--- config.mk ---
export PLATFORM = sky130hd
export DESIGN_NAME = data_mem_responder
export DESIGN_NICKNAME = d
export VERILOG_FILES = /design/src/rtl/mem_resp_pkg.sv /design/src/rtl/sram_wait_counter.sv /design/src/rtl/data_mem_responder.sv
export SDC_FILE = /design/constraint.sdc
export NUM_CORES = 1
export LEC_CHECK = 0
export BUFFER_PORTS_ARGS = -buffer_cell sky130_fd_sc_hd__buf_2
export CELL_PAD_IN_SITES_DETAIL_PLACEMENT = 0
export CELL_PAD_IN_SITES_GLOBAL_PLACEMENT = 2
export CORE_MARGIN = 5
export CORE_UTILIZATION = 26
export CTS_CLUSTER_DIAMETER = 40
export DETAILED_ROUTE_END_ITERATION = 10
export GPL_TIMING_DRIVEN = 0
export PLACE_DENSITY = 0.9
export SETUP_SLACK_MARGIN = 0.02
export SLEW_MARGIN = 15
export SYNTH_ARGS = -nofsm -noshare
export SYNTH_HDL_FRONTEND = slang
export SYNTH_HIERARCHICAL = 1
export SYNTH_SLANG_ARGS = --single-unit
--- constraint.sdc ---
create_clock -name clk -period 3.19 [get_ports clk]
set_input_delay 0.7975 -clock clk [delete_from_list [all_inputs] [get_ports clk]]
set_output_delay 0.7975 -clock clk [all_outputs]
set_load 0.01 [all_outputs]
--- src/rtl/mem_resp_pkg.sv ---
// Shared types and constants for the two-halfword SRAM data-memory responder.
package mem_resp_pkg;

  typedef enum logic [1:0] {
    IDLE = 2'd0,
    LO   = 2'd1,
    HI   = 2'd2,
    DONE = 2'd3
  } state_t;

  localparam logic        HALF_LO             = 1'b0;
  localparam logic        HALF_HI             = 1'b1;
  localparam int unsigned DEFAULT_WAIT_CYCLES = 1;
  localparam int unsigned WCNT_W              = 4;

endpackage

--- src/rtl/sram_wait_counter.sv ---
// Per-halfword wait counter; o_last marks the final cycle of an SRAM access and
// o_last_next predicts it one cycle ahead so the strobe outputs can be registered.
module sram_wait_counter
  import mem_resp_pkg::*;
#(
  parameter int unsigned WAIT_CYCLES = DEFAULT_WAIT_CYCLES
) (
  input  logic clk,
  input  logic rst,
  input  logic i_clear,
  input  logic i_en,
  output logic o_last,
  output logic o_last_next
);

  localparam logic [WCNT_W-1:0] LAST_VAL = WCNT_W'(WAIT_CYCLES);

  logic [WCNT_W-1:0] r_wcnt;
  logic [WCNT_W-1:0] w_wcnt_next;

  always_comb begin
    w_wcnt_next = r_wcnt;
    if (i_clear) begin
      w_wcnt_next = '0;
    end else if (i_en) begin
      w_wcnt_next = r_wcnt + WCNT_W'(1);
    end
  end

  always_ff @(posedge clk or posedge rst) begin
    if (rst) begin
      r_wcnt <= '0;
    end else begin
      r_wcnt <= w_wcnt_next;
    end
  end

  assign o_last      = (r_wcnt == LAST_VAL);
  assign o_last_next = (w_wcnt_next == LAST_VAL);

endmodule

--- src/rtl/data_mem_responder.sv ---
// MEM-stage data memory front end: one 32-bit load/store becomes two 16-bit
// accesses to an asynchronous SRAM, holding ready low (pipeline freeze) meanwhile.
module data_mem_responder
  import mem_resp_pkg::*;
#(
  parameter int unsigned ADDR_W      = 18,
  parameter int unsigned WAIT_CYCLES = DEFAULT_WAIT_CYCLES
) (
  input  logic              clk,
  input  logic              rst,
  input  logic              rd_en,
  input  logic              wr_en,
  input  logic [31:0]       addr,
  input  logic [31:0]       wdata,
  output logic [31:0]       rdata,
  output logic              ready,
  output logic [ADDR_W-1:0] sram_addr,
  output logic [15:0]       sram_dq_out,
  input  logic [15:0]       sram_dq_in,
  output logic              sram_dq_oe,
  output logic              sram_we_n
);

  localparam logic HOLD_CYCLE = (WAIT_CYCLES != 0);

  state_t            r_state;
  state_t            w_state_next;
  logic              r_op_wr;
  logic              w_op_wr_next;
  logic              w_req;
  logic              w_clear;
  logic              w_en;
  logic              w_last;
  logic              w_last_next;
  logic              w_cap_lo;
  logic              w_cap_hi;
  logic              w_xfer_next;
  logic              w_oe_next;
  logic              w_we_n_next;
  logic [15:0]       w_dq_next;
  logic [31:0]       r_rdata;
  logic              r_we_n;
  logic              r_oe;
  logic [15:0]       r_dq_out;
  logic [ADDR_W-1:0] w_sram_addr;
  logic              w_unused_addr;

  assign w_req = rd_en | wr_en;

  sram_wait_counter #(
    .WAIT_CYCLES(WAIT_CYCLES)
  ) u_wait (
    .clk        (clk),
    .rst        (rst),
    .i_clear    (w_clear),
    .i_en       (w_en),
    .o_last     (w_last),
    .o_last_next(w_last_next)
  );

  // Once started, a transaction runs to DONE regardless of the request, so writes never tear.
  always_comb begin
    w_state_next = r_state;
    w_op_wr_next = r_op_wr;
    w_clear      = 1'b1;
    w_en         = 1'b0;
    case (r_state)
      IDLE: begin
        if (w_req) begin
          w_state_next = LO;
          w_op_wr_next = wr_en;
        end
      end
      LO: begin
        if (w_last) begin
          w_state_next = HI;
        end else begin
          w_clear = 1'b0;
          w_en    = 1'b1;
        end
      end
      HI: begin
        if (w_last) begin
          w_state_next = DONE;
        end else begin
          w_clear = 1'b0;
          w_en    = 1'b1;
        end
      end
      DONE: begin
        w_state_next = IDLE;
      end
      default: begin
        w_state_next = IDLE;
      end
    endcase
  end

  // Strobes are computed for the coming cycle so the registered outputs line up with the state.
  always_comb begin
    w_xfer_next = (w_state_next == LO) || (w_state_next == HI);
    w_oe_next   = w_xfer_next & w_op_wr_next;
    w_we_n_next = ~(w_oe_next & ~(HOLD_CYCLE & w_last_next));
    w_dq_next   = '0;
    if (w_oe_next) begin
      w_dq_next = (w_state_next == HI) ? wdata[31:16] : wdata[15:0];
    end
    w_cap_lo = (r_state == LO) & w_last & ~r_op_wr;
    w_cap_hi = (r_state == HI) & w_last & ~r_op_wr;
  end

  always_ff @(posedge clk or posedge rst) begin
    if (rst) begin
      r_state  <= IDLE;
      r_op_wr  <= 1'b0;
      r_rdata  <= '0;
      r_we_n   <= 1'b1;
      r_oe     <= 1'b0;
      r_dq_out <= '0;
    end else begin
      r_state  <= w_state_next;
      r_op_wr  <= w_op_wr_next;
      r_we_n   <= w_we_n_next;
      r_oe     <= w_oe_next;
      r_dq_out <= w_dq_next;
      if (w_cap_lo) begin
        r_rdata[15:0] <= sram_dq_in;
      end
      if (w_cap_hi) begin
        r_rdata[31:16] <= sram_dq_in;
      end
    end
  end

  always_comb begin
    w_sram_addr = '0;
    case (r_state)
      LO:      w_sram_addr = {addr[ADDR_W:2], HALF_LO};
      HI:      w_sram_addr = {addr[ADDR_W:2], HALF_HI};
      default: w_sram_addr = '0;
    endcase
  end

  assign w_unused_addr = &{1'b0, addr[31:ADDR_W+1], addr[1:0]};

  assign ready       = ~w_req | (r_state == DONE);
  assign rdata       = r_rdata;
  assign sram_addr   = w_sram_addr;
  assign sram_dq_out = r_dq_out;
  assign sram_dq_oe  = r_oe;
  assign sram_we_n   = r_we_n;

endmodule

After elaboration in Yosys (flattened, before gate mapping) --
Index checks and enable logic that the tools add are counted.
Storage, ports and cells: register bits after elaboration 57, latch bits 0, memory bits (writable) 0, ROM bits 0, bits of input ports 84, output and inout port bits 69, word-level logic and storage cells 46, memories 0
Cells by class: add/sub/neg operators 1, $mul 0, div/mod/pow operators 0, $lt $le $gt $ge 0, equality and inequality tests 7, shifts and indexed selects 0, muxes and demuxes 15, bitwise gates (word level) 12, reduce and logical (&&, ||, !) cells 3
Operator list (number):
- one-hot mux 18 bit (2 select lines) | 1
- 2-to-1 mux 16 bit | 2
- == test 4 x 1 -> 1 bit (second input constant) | 2
- 2-to-1 mux 4 bit | 2
- one-hot mux 2 bit (4 select lines) | 1
- bitwise AND 1 bit | 6
- == test 2 bit (second input constant) | 3
- 2-to-1 mux 1 bit | 6
- 2-to-1 mux 2 bit | 3
- adder 4 x 1 -> 4 bit (second input constant) | 1
- == test 2 x 1 -> 1 bit (second input constant) | 2
- inverter 1 bit | 4
- zero test 2 bit | 1
- bitwise OR 1 bit | 2
- OR reduction 2 bit | 1
- logical OR 1 bit | 1

Longest topological paths before layout --
Gate-level depths: netlist (run 1).
depth in word-level cells 9, depth in mapped cells 11, mapped depth without buffers 10

Modules after synthesis --
The synthesis (run 1) kept the hierarchy.
Modules (own cells, without submodules):
- data_mem_responder | times used 1, cells each 176, area an instance 2394.8 um^2, sequential area each 1327.5 um^2
- sram_wait_counter | times used 1, cells each 23, area an instance 227.7 um^2, sequential area each 100.1 um^2

Worst setup path after synthesis (run 1) --
Ideal clock, no wire load.
kind reg2reg, start register u_wait.r_wcnt[1], end register r_dq_out[10] (netlist: sram_dq_out[10]), library setup time 0.121 ns, arrival 2.282 ns, required time 3.069 ns, slack 0.787 ns, stages on the path, launching flop included 12, path buffers 1, period minus slack after synthesis 2.403 ns, path through dfrtp_1 -> inv_1 -> ha_1 -> nor3b_1 -> nor2_1 -> a21oi_1 -> o21ai_0 -> ha_1 -> and3b_1 -> a31oi_2 -> buf_2 -> nor2_1
On the way: longest elaborated chain between the ends 7, elaborated cells on any way between the ends 10, classes of those cells 3 x eq/ne; 5 x mux; 1 x bitwise; 1 x reduce/logical
RTL lines:
- start: declaration | line sram_wait_counter.sv:18 | logic [WCNT_W-1:0] r_wcnt;
- start signal: assignment | line sram_wait_counter.sv:34 | r_wcnt <= w_wcnt_next;
- == test 4 x 1 -> 1 bit (*) | line sram_wait_counter.sv:38 | assign o_last = (r_wcnt == LAST_VAL);
- net w_last | line data_mem_responder.sv:33 | logic w_last;
- 2-to-1 mux 2 bit, on equally long branches | line data_mem_responder.sv:83, data_mem_responder.sv:75
- one-hot mux 2 bit (4 select lines) (*) | line data_mem_responder.sv:67 | case (r_state)
- == test 2 x 1 -> 1 bit or == test 2 bit (tied branches) | line data_mem_responder.sv:101, data_mem_responder.sv:106
- logical OR 1 bit | line data_mem_responder.sv:101 | w_xfer_next = (w_state_next == LO) || (w_state_next == HI);
- bitwise AND 1 bit | line data_mem_responder.sv:102 | w_oe_next = w_xfer_next & w_op_wr_next;
- 2-to-1 mux 16 bit (*) | line data_mem_responder.sv:105 | if (w_oe_next) begin
- net w_dq_next[10] | line data_mem_responder.sv:40 | logic [15:0] w_dq_next;
- end signal: assignment | line data_mem_responder.sv:125 | r_dq_out <= w_dq_next;
- end: declaration | line data_mem_responder.sv:44 | logic [15:0] r_dq_out;
Mark *: on every way through the listed nets, which the timed path passes. The rest lies on a longest branch. A chain may end at the register's enable or synchronous reset.

Worst setup path after layout (run 1) --
start register r_state[1], end output sram_addr[16]
On the way: longest elaborated chain between the ends 2, elaborated cells on any way between the ends 3, classes of those cells 2 x eq/ne; 1 x mux
RTL lines:
- start: declaration | line data_mem_responder.sv:26 | state_t r_state;
- start signal: assignment | line data_mem_responder.sv:121 | r_state <= w_state_next;
- == test 2 bit or == test 2 x 1 -> 1 bit (tied branches) | line data_mem_responder.sv:137 | case (r_state)
- one-hot mux 18 bit (2 select lines) (*) | line data_mem_responder.sv:137
- end: declaration | line data_mem_responder.sv:17 | output logic [ADDR_W-1:0] sram_addr,
Every way passes the cells marked *; elsewhere a longest branch is shown, timed or not.

==> run metrics, run 1 <==
Min-Delay Path Class=in2async; Top Ports=153; final wirelength=6.42 mm; Worst-Margin Slew=0.548 ns; Hold Buf Count CTS=0; setup_tns=0 ns; CTS tree=done; core area=9820 um^2; post-route minimum period=2.79 ns; area of the mapped netlist=2620 um^2; CP max-delay cell=dfrtp_1; DR WL/cell=13.2 um; port bufs=137; total gr overflow=0; row count=36; ANT nets after route=0; Register Area=1430 um^2; antenna diode count=0; Tcrit/Tclk final=87.4%; HPWL Detailed=4.95 mm; first-pass GRT wire length=10.9 mm; worst path buffer plus inverter count=3; Overall Global Routing Usage=10.8%; syn avg cell area=13.2 um^2; Tot Pwr=3.41 mW; DR iter-0 viols=68; fraction of layout cells with a size suffix above 1=56.3%; Final setup viols=0; H-tree depth=3; CTS root buffer=clkbuf_8; CP Cell Sequence=inv_1, ha_1, o21a_1, clkbuf_1, and2_1, buf_2; Cell Pwr Density=928 nW/um^2; max-slew violation count=0; slew margin rel.=63.4%; syn_nets=292; f_max=359 MHz; unrepaired setup endpoints after global routing=no; status=finished, final reports clean; Setup crit end kind=primary output; Skew-Pair Late Insertion Delay=0.32 ns; largest net degree at the start of global routing=31; nets@finish=441; Multi-input gate area=1120 um^2; number of global-route vias before repair=2,181; clk buf depth=2; crit-path max FO=10; Die Footprint=12,200 um^2; Sink Count=57; register area share after synthesis=54.4%; vias=2,007; first drt pass iteration count=4; P&R area growth vs syn=40.2%; post-synth cell types=30; Warnings, synthesis=6; # Post-CTS Setup Buffers=0; antenna violations before repair=0; GPL Wtd Cong=0.728; Max-Cap Viols=0; WP data required=2.39 ns; startpoint types=flip-flop; clk_skew=0.00771 ns; Lkg Pwr=2.00 nW; fillers=1,015; critical path class=reg2out; Vias/cell=4.14; clock-pin slew on the worst setup and hold paths=0.06 ns; Top delay family on crit path=buffers and inverters; peak per-stage delay on the critical path=0.45 ns; Worst VDD drop=0.267 mV; CP Data Arrival Time=1.99 ns; Die H=110 um; Starting Density=26.7%; CTS buffer count=9; Die X=110 um; Yosys reg bits=57; final hold vios=0; Mapped Cells=199; DRC Markers=0
logic make-up after synthesis:
kind of cell	synth area share (%)
AND/OR/NAND/NOR	11.6
multiplexers	23.1
adder cells (fa/ha/maj)	4.29
buffers and inverters	2.96
AO/OA/AOI/OAI	2.91
XOR/XNOR	0.668
flip-flops	54.4
Yosys cell counts:
cell type	n	area share, %
and3b_1	1	0.33
inv_1	9	1.3
nor3b_1	1	0.29
buf_6	2	0.86
buf_2	2	0.38
and2b_4	1	0.38
or2_2	2	0.48
xor2_1	2	0.67
a22o_1	1	0.33
and4b_1	1	0.38
mux2_4	20	11
nand4_1	1	0.24
o21a_1	2	0.57
and2_1	17	4.1
nand2_4	2	0.86
buf_4	1	0.29
nand2b_1	3	0.72
ha_1	9	4.3
dfstp_2	1	1.0
o22a_1	1	0.33
mux2i_1	16	6.1
o21ai_0	2	0.38
a31oi_2	1	0.48
mux2_2	13	5.6
o22ai_1	1	0.24
nand2_1	4	0.57
a21oi_1	3	0.57
nor2_1	23	3.3
clkbuf_1	1	0.14
dfrtp_1	56	53
state kept, by name (all words and copies together), names as in the netlist:
register / flops
rdata: 32
sram_dq_out: 16
u_wait/r_wcnt: 4
r_state: 2
r_op_wr: 1
sram_dq_oe: 1
sram_we_n: 1
where the power goes:
group	switching (mW)	internal [mW]	leakage, nW
Combinational	0.796	0.802	1.20
Sequential	0.153	1.04	0.701
Clock	0.273	0.353	0.0929
final cells by class:
cell class	instances	area share (%)
buffer	6	1.19
clock buffer	11	3.57
clock inverter	4	1.23
inverter	9	0.919
multi-input combinational	127	30.5
sequential	57	38.8
tap	133	4.53
timing repair buffer	138	19.2
cell usage in the layout (no fill, tap or decap), drive strengths merged, types with 6 or more instances in the layout:
| master | n |
|---|---|
| nand2 | 6 |
| clkbuf | 12 |
| inv | 9 |
| ha | 9 |
| dfrtp | 56 |
| mux2i | 16 |
| mux2 | 33 |
| and2 | 17 |
| nor2 | 23 |
| buf | 143 |
final timing paths:
check	start	endpoint	slack, ns	depth (start not counted)
max reg2reg	r_state[1]	sram_dq_out[11]	0.51	10
max in group asynchronous	rst	sram_dq_out[0]	2.12	3
min	rst	u_wait/r_wcnt[1]	0.36	2
min in group clk	rdata[27]	rdata[27]	0.50	1
max	r_state[1]	sram_addr[16]	0.40	6
min reg2reg	rdata[27]	rdata[27]	0.50	1
what timing repair did:
item                                   4_1_cts  5_1_grt
endpoints found under the hold margin        0        0
setup endpoints to repair                    0       10
gates resized for setup                      0        1
stage by stage:
step                instances  worst slack, ns  util [%]  instance area (um^2)  hold slack [ns]
CTS                       485            0.227      37.4                  3670            0.337
global route              485            0.133      37.4                  3680            0.353
global placement          469            0.291      35.4                  3470            0.486
finish                    485            0.402      37.4                  3680            0.355
detailed placement        470            0.252      35.6                  3490            0.487
floorplan                 199            0.787         -                  2620            0.499
per-layer routing:
metal,up-vias,global-route usage [%],share of wire (%)
met5,-,0,0
met4,0,3.94,1.0
met2,92,17.6,49
li1,964,-,-
met1,947,12.8,41
met3,4,4.49,8.9
Note: power is estimated with default switching activity, not from simulation.
==> run 2, diff against run 1 <==
- BUFFER_PORTS_ARGS: -buffer_cell sky130_fd_sc_hd__buf_2 -> default
- CORE_UTILIZATION: 26 -> 37
- DONT_BUFFER_PORTS: default -> 1
- PLACE_DENSITY: 0.9 -> 0.89
==> run 2 against run 1 <==
- highest routed layer unchanged
- wire length decreased by 14%
- largest cell class unchanged
- first-iteration DRC count decreased by 50%
- critical path depth decreased by 1
- sequential cell count unchanged
==> run metrics, run 2 (synthesis gave the netlist of run 1 again) <==
status=finished, final reports clean; max-slew violation count=0; slew margin rel.=65.7%; Vias/cell=4.88; Die Footprint=8870 um^2; final wirelength=5.54 mm; vias=1,524; H-tree depth=3; max FFs per register=32; post-route minimum period=2.73 ns; worst r2r path cells=10; P_int=2.02 mW; most frequent cells in the layout=dfrtp_1 (56), nor2_1 (23), mux2_4 (20); f_max=367 MHz; P&R area growth vs syn=13.6%; Skew-Pair Late Insertion Delay=0.32 ns; DR WL/cell=17.8 um; commonest non-fill, non-tap cell in the layout=dfrtp_1; clk_skew=0.00891 ns; fraction of layout cells with a size suffix above 1=28.7%; Sink Count=57; Comb pwr share=33.6%; CP Cell Sequence=inv_1, ha_1, o21a_1, clkbuf_1, and2_1; number of global-route vias before repair=1,705; setup_tns=0 ns; GPL Wtd Cong=0.701; peak per-stage delay on the critical path=0.46 ns; Sequential Power Share=43.9%; first drt pass iteration count=4; DRC Markers=0; Setup crit end kind=primary output; antenna violations before repair=0; core area=6830 um^2; HPWL Detailed=4.42 mm; CP max-delay cell=dfrtp_1; Final Cell Area=2980 um^2; critical path class=reg2out; Starting Density=38.4%; Switching Fraction=36.2%; Die H=94.2 um; RR Endpoint=sram_dq_out[9]; # Post-CTS Setup Buffers=0; nets@finish=304; clk buf depth=2; CTS root buffer=clkbuf_8; unrepaired setup endpoints after global routing=no; first-pass GRT wire length=8.51 mm; worst r2r src=r_state[1]; Worst-Margin Slew=0.514 ns; CP Data Arrival Time=1.93 ns; Overall Global Routing Usage=12.6%; Final setup viols=0; port bufs=0; Cell Pwr Density=1060 nW/um^2; total gr overflow=0; DR iter-0 viols=34; Tcrit/Tclk final=85.5%; Hold Buf Count CTS=0; Top Ports=153; Min-Delay Path Class=in2async; clock-pin slew on the worst setup and hold paths=0.06 ns; ANT nets after route=0; antenna diode count=0; post_cts resized=0; largest net degree at the start of global routing=32; crit-path max FO=10; final hold vios=0; Lkg Pwr=1.42 nW; flop2flop setup slack=0.53 ns; Max-Cap Viols=0; placed cell area=2760 um^2; WP data required=2.39 ns; row count=30; CTS tree=done; startpoint types=flip-flop; Switch Pwr=1.15 mW; Die X=94.2 um; Worst VDD drop=0.408 mV; CTS buffer count=9; clock network power share=22.5%; fillers=656
run 2: cell count changes in the layout (fill, tap and decap cells not counted), sizes merged:
cell | previous run | this run
clkinvlp | 0 | 2
clkinv | 3 | 1
bufinv | 1 | 2
buf | 143 | 6
run 2: power by group through the flow:
stage / sequential, mW / combinational (mW) / clock (mW)
global placement: 1.40 / 1.06 / 0
detailed placement: 1.41 / 1.08 / 0
finish: 1.39 / 1.06 / 0.712
CTS: 1.40 / 1.09 / 0.737
global route: 1.43 / 1.21 / 0.768
floorplan: 1.32 / 0.914 / 0
run 2: worst max path at each step:
stage,startpoint,end,slack [ns],cells after the start
2_1_floorplan,u_wait/r_wcnt[1],sram_dq_out[10],0.79,11
3_3_place_gp,u_wait/r_wcnt[1],sram_dq_out[10],0.31,11
3_5_place_dp,u_wait/r_wcnt[1],sram_dq_out[10],0.27,11
4_1_cts,u_wait/r_wcnt[1],sram_dq_out[10],0.27,11
5_1_grt,r_state[1],sram_addr[3],0.17,5
6_report,r_state[1],sram_addr[11],0.46,5
run 2: cell type report:
cell class | instances | area [um^2] | area share [%]
clock buffers | 11 | 131 | 4.41
well taps | 96 | 120 | 4.03
multi-input cells | 127 | 1120 | 37.7
clock inverters | 5 | 80.1 | 2.69
plain buffers | 6 | 43.8 | 1.47
flip-flops and latches | 57 | 1430 | 47.9
inverters | 9 | 33.8 | 1.13
repair buffers | 1 | 20.0 | 0.672
run 2: through the flow:
| step | total power [mW] | std cells | util [%] | hold WS (ns) | setup WS [ns] |
|---|---|---|---|---|---|
| 3_3_place_gp | 2.46 | 295 | 40.1 | 0.536 | 0.313 |
| 4_1_cts | 3.23 | 312 | 43.5 | 0.227 | 0.272 |
| 2_1_floorplan | 2.24 | 199 | - | 0.499 | 0.787 |
| 3_5_place_dp | 2.50 | 296 | 40.4 | 0.532 | 0.273 |
| 6_report | 3.17 | 312 | 43.6 | 0.246 | 0.463 |
| 5_1_grt | 3.41 | 312 | 43.6 | 0.222 | 0.175 |
run 2: worst max-delay path: cells and delay by family (launching register included):
family / cells / cell delay, ns
flops: 1 / 0.46
simple gates: 1 / 0.23
compound gates: 1 / 0.22
fa+ha+maj: 1 / 0.32
buf+inv: 2 / 0.38
run 2: routing by layer:
metal	track usage (%)	up-vias	wire length [um]
met5	0	-	0
li1	-	691	-
met3	7.61	3	786
met2	20.6	104	2710
met1	13.5	726	2020
met4	4.33	0	26
==> run 3, diff against run 2 <==
- CORE_ASPECT_RATIO: default -> 0.7
==> run 3 against run 2 <==
- sequential share of layout area increased by 0.30 points
- sequential power about the same
- utilization decreased by 0.20 points
- critical endpoint is now sram_dq_out[7]
- highest routed layer unchanged
==> run metrics, run 3 (synthesis gave the netlist of run 1 again) <==
status=finished, final reports clean; clock network power share=21.2%; DRC Markers=0; CTS buffer count=9; unrepaired setup endpoints after global routing=no; commonest non-fill, non-tap cell in the layout=dfrtp_1; WP data required=3.40 ns; Final setup viols=0; Min-Delay Path Class=in2async; HPWL Detailed=4.23 mm; Worst VDD drop=0.339 mV; Switching Fraction=36.5%; row count=25; f_max=364 MHz; # Post-CTS Setup Buffers=0; Sequential Power Share=44.7%; Die H=80.4 um; largest net degree at the start of global routing=40; Overall Global Routing Usage=12.4%; Max-Cap Viols=0; worst r2r path cells=10; startpoint types=flip-flop; CP max-delay cell=dfrtp_1; final wirelength=5.50 mm; flop2flop setup slack=0.44 ns; CP Cell Sequence=inv_1, ha_1, inv_1, o21ai_0, o21ai_0, ha_1, and3b_1, a31oi_2, buf_2, nor2_1; Vias/cell=4.81; Setup crit end kind=flip-flop; Tot Pwr=3.11 mW; first-pass GRT wire length=8.40 mm; core area=6820 um^2; placed cell area=2760 um^2; Top Ports=153; nets@finish=304; setup_tns=0 ns; fillers=653; Die X=111 um; placed cells=294; crit-path max FO=10; antenna violations before repair=0; CP Data Arrival Time=2.96 ns; H-tree depth=3; GPL Wtd Cong=0.761; final worst slack=0.442 ns; max FFs per register=32; P_int=1.98 mW; total gr overflow=0; Final Cell Area=2960 um^2; Starting Density=38.5%; RR Endpoint=sram_dq_out[7]; first drt pass iteration count=4; vias=1,487; Sink Count=57; Cell Pwr Density=1050 nW/um^2; DR iter-0 viols=57; max-slew violation count=0; Skew-Pair Late Insertion Delay=0.32 ns; peak per-stage delay on the critical path=0.44 ns; post_cts resized=0; Worst-Margin Slew=0.520 ns; critical path class=reg2reg; clock-pin slew on the worst setup and hold paths=0.06 ns; Crit. path cell count=10; Comb pwr share=34.1%; most frequent cells in the layout=dfrtp_1 (56), nor2_1 (23), mux2_4 (20); WHS=0.252 ns; worst r2r src=r_state[1]; Die Footprint=8900 um^2; worst path buffer plus inverter count=3; worst slack, placed=0.222 ns; clk buf depth=2; CTS tree=done; final hold vios=0; CTS root buffer=clkbuf_8; DR WL/cell=17.8 um; ANT nets after route=0; clk_skew=0.00476 ns; final std cells w/o fill=309; Top delay family on crit path=compound AO/OA/AOI/OAI gates; port bufs=0; number of global-route vias before repair=1,575; P&R area growth vs syn=12.9%; Lkg Pwr=1.43 nW; Switch Pwr=1.13 mW; slew margin rel.=65.2%; fin util=43.4%; Tcrit/Tclk final=86.1%; antenna diode count=0; post-route minimum period=2.75 ns; Hold Buf Count CTS=0; fraction of layout cells with a size suffix above 1=28.8%
run 3: layer usage:
| layer | routed length [um] | part of all wire, % | global-route usage (%) | up-vias |
|---|---|---|---|---|
| met2 | 2470 | 45 | 17.3 | 73 |
| met1 | 2340 | 43 | 15.5 | 718 |
| met5 | 0 | 0 | 0 | - |
| met3 | 630 | 11 | 7.30 | 7 |
| li1 | - | - | - | 689 |
| met4 | 53 | 0.96 | 5.17 | 0 |
run 3: power by group through the flow:
stage          combinational [mW]  clock, mW  sequential (mW)
2_1_floorplan               0.914          0             1.32
3_3_place_gp                 1.05          0             1.41
3_5_place_dp                 1.08          0             1.41
4_1_cts                      1.08      0.689             1.40
5_1_grt                      1.20      0.720             1.43
6_report                     1.06      0.659             1.39
run 3: final cells by class:
type	count	area, um^2	share of cell area [%]
inverters	9	33.8	1.14
flip-flops and latches	57	1430	48.2
clock inverters	3	40.0	1.35
well taps	94	118	3.97
multi-input cells	127	1120	37.9
repair buffers	1	20.0	0.676
plain buffers	6	43.8	1.48
clock buffers	12	155	5.24
run 3: worst max path at each step:
stage / start / to / slack (ns)
after detailed placement: u_wait/r_wcnt[1] / sram_dq_out[8] / 0.22
after floorplan: u_wait/r_wcnt[1] / sram_dq_out[10] / 0.79
after global placement: u_wait/r_wcnt[1] / sram_dq_out[6] / 0.22
final: r_state[1] / sram_dq_out[7] / 0.44
after CTS: u_wait/r_wcnt[1] / sram_dq_oe / 0.22
after global routing: u_wait/r_wcnt[1] / sram_dq_out[7] / 0.13
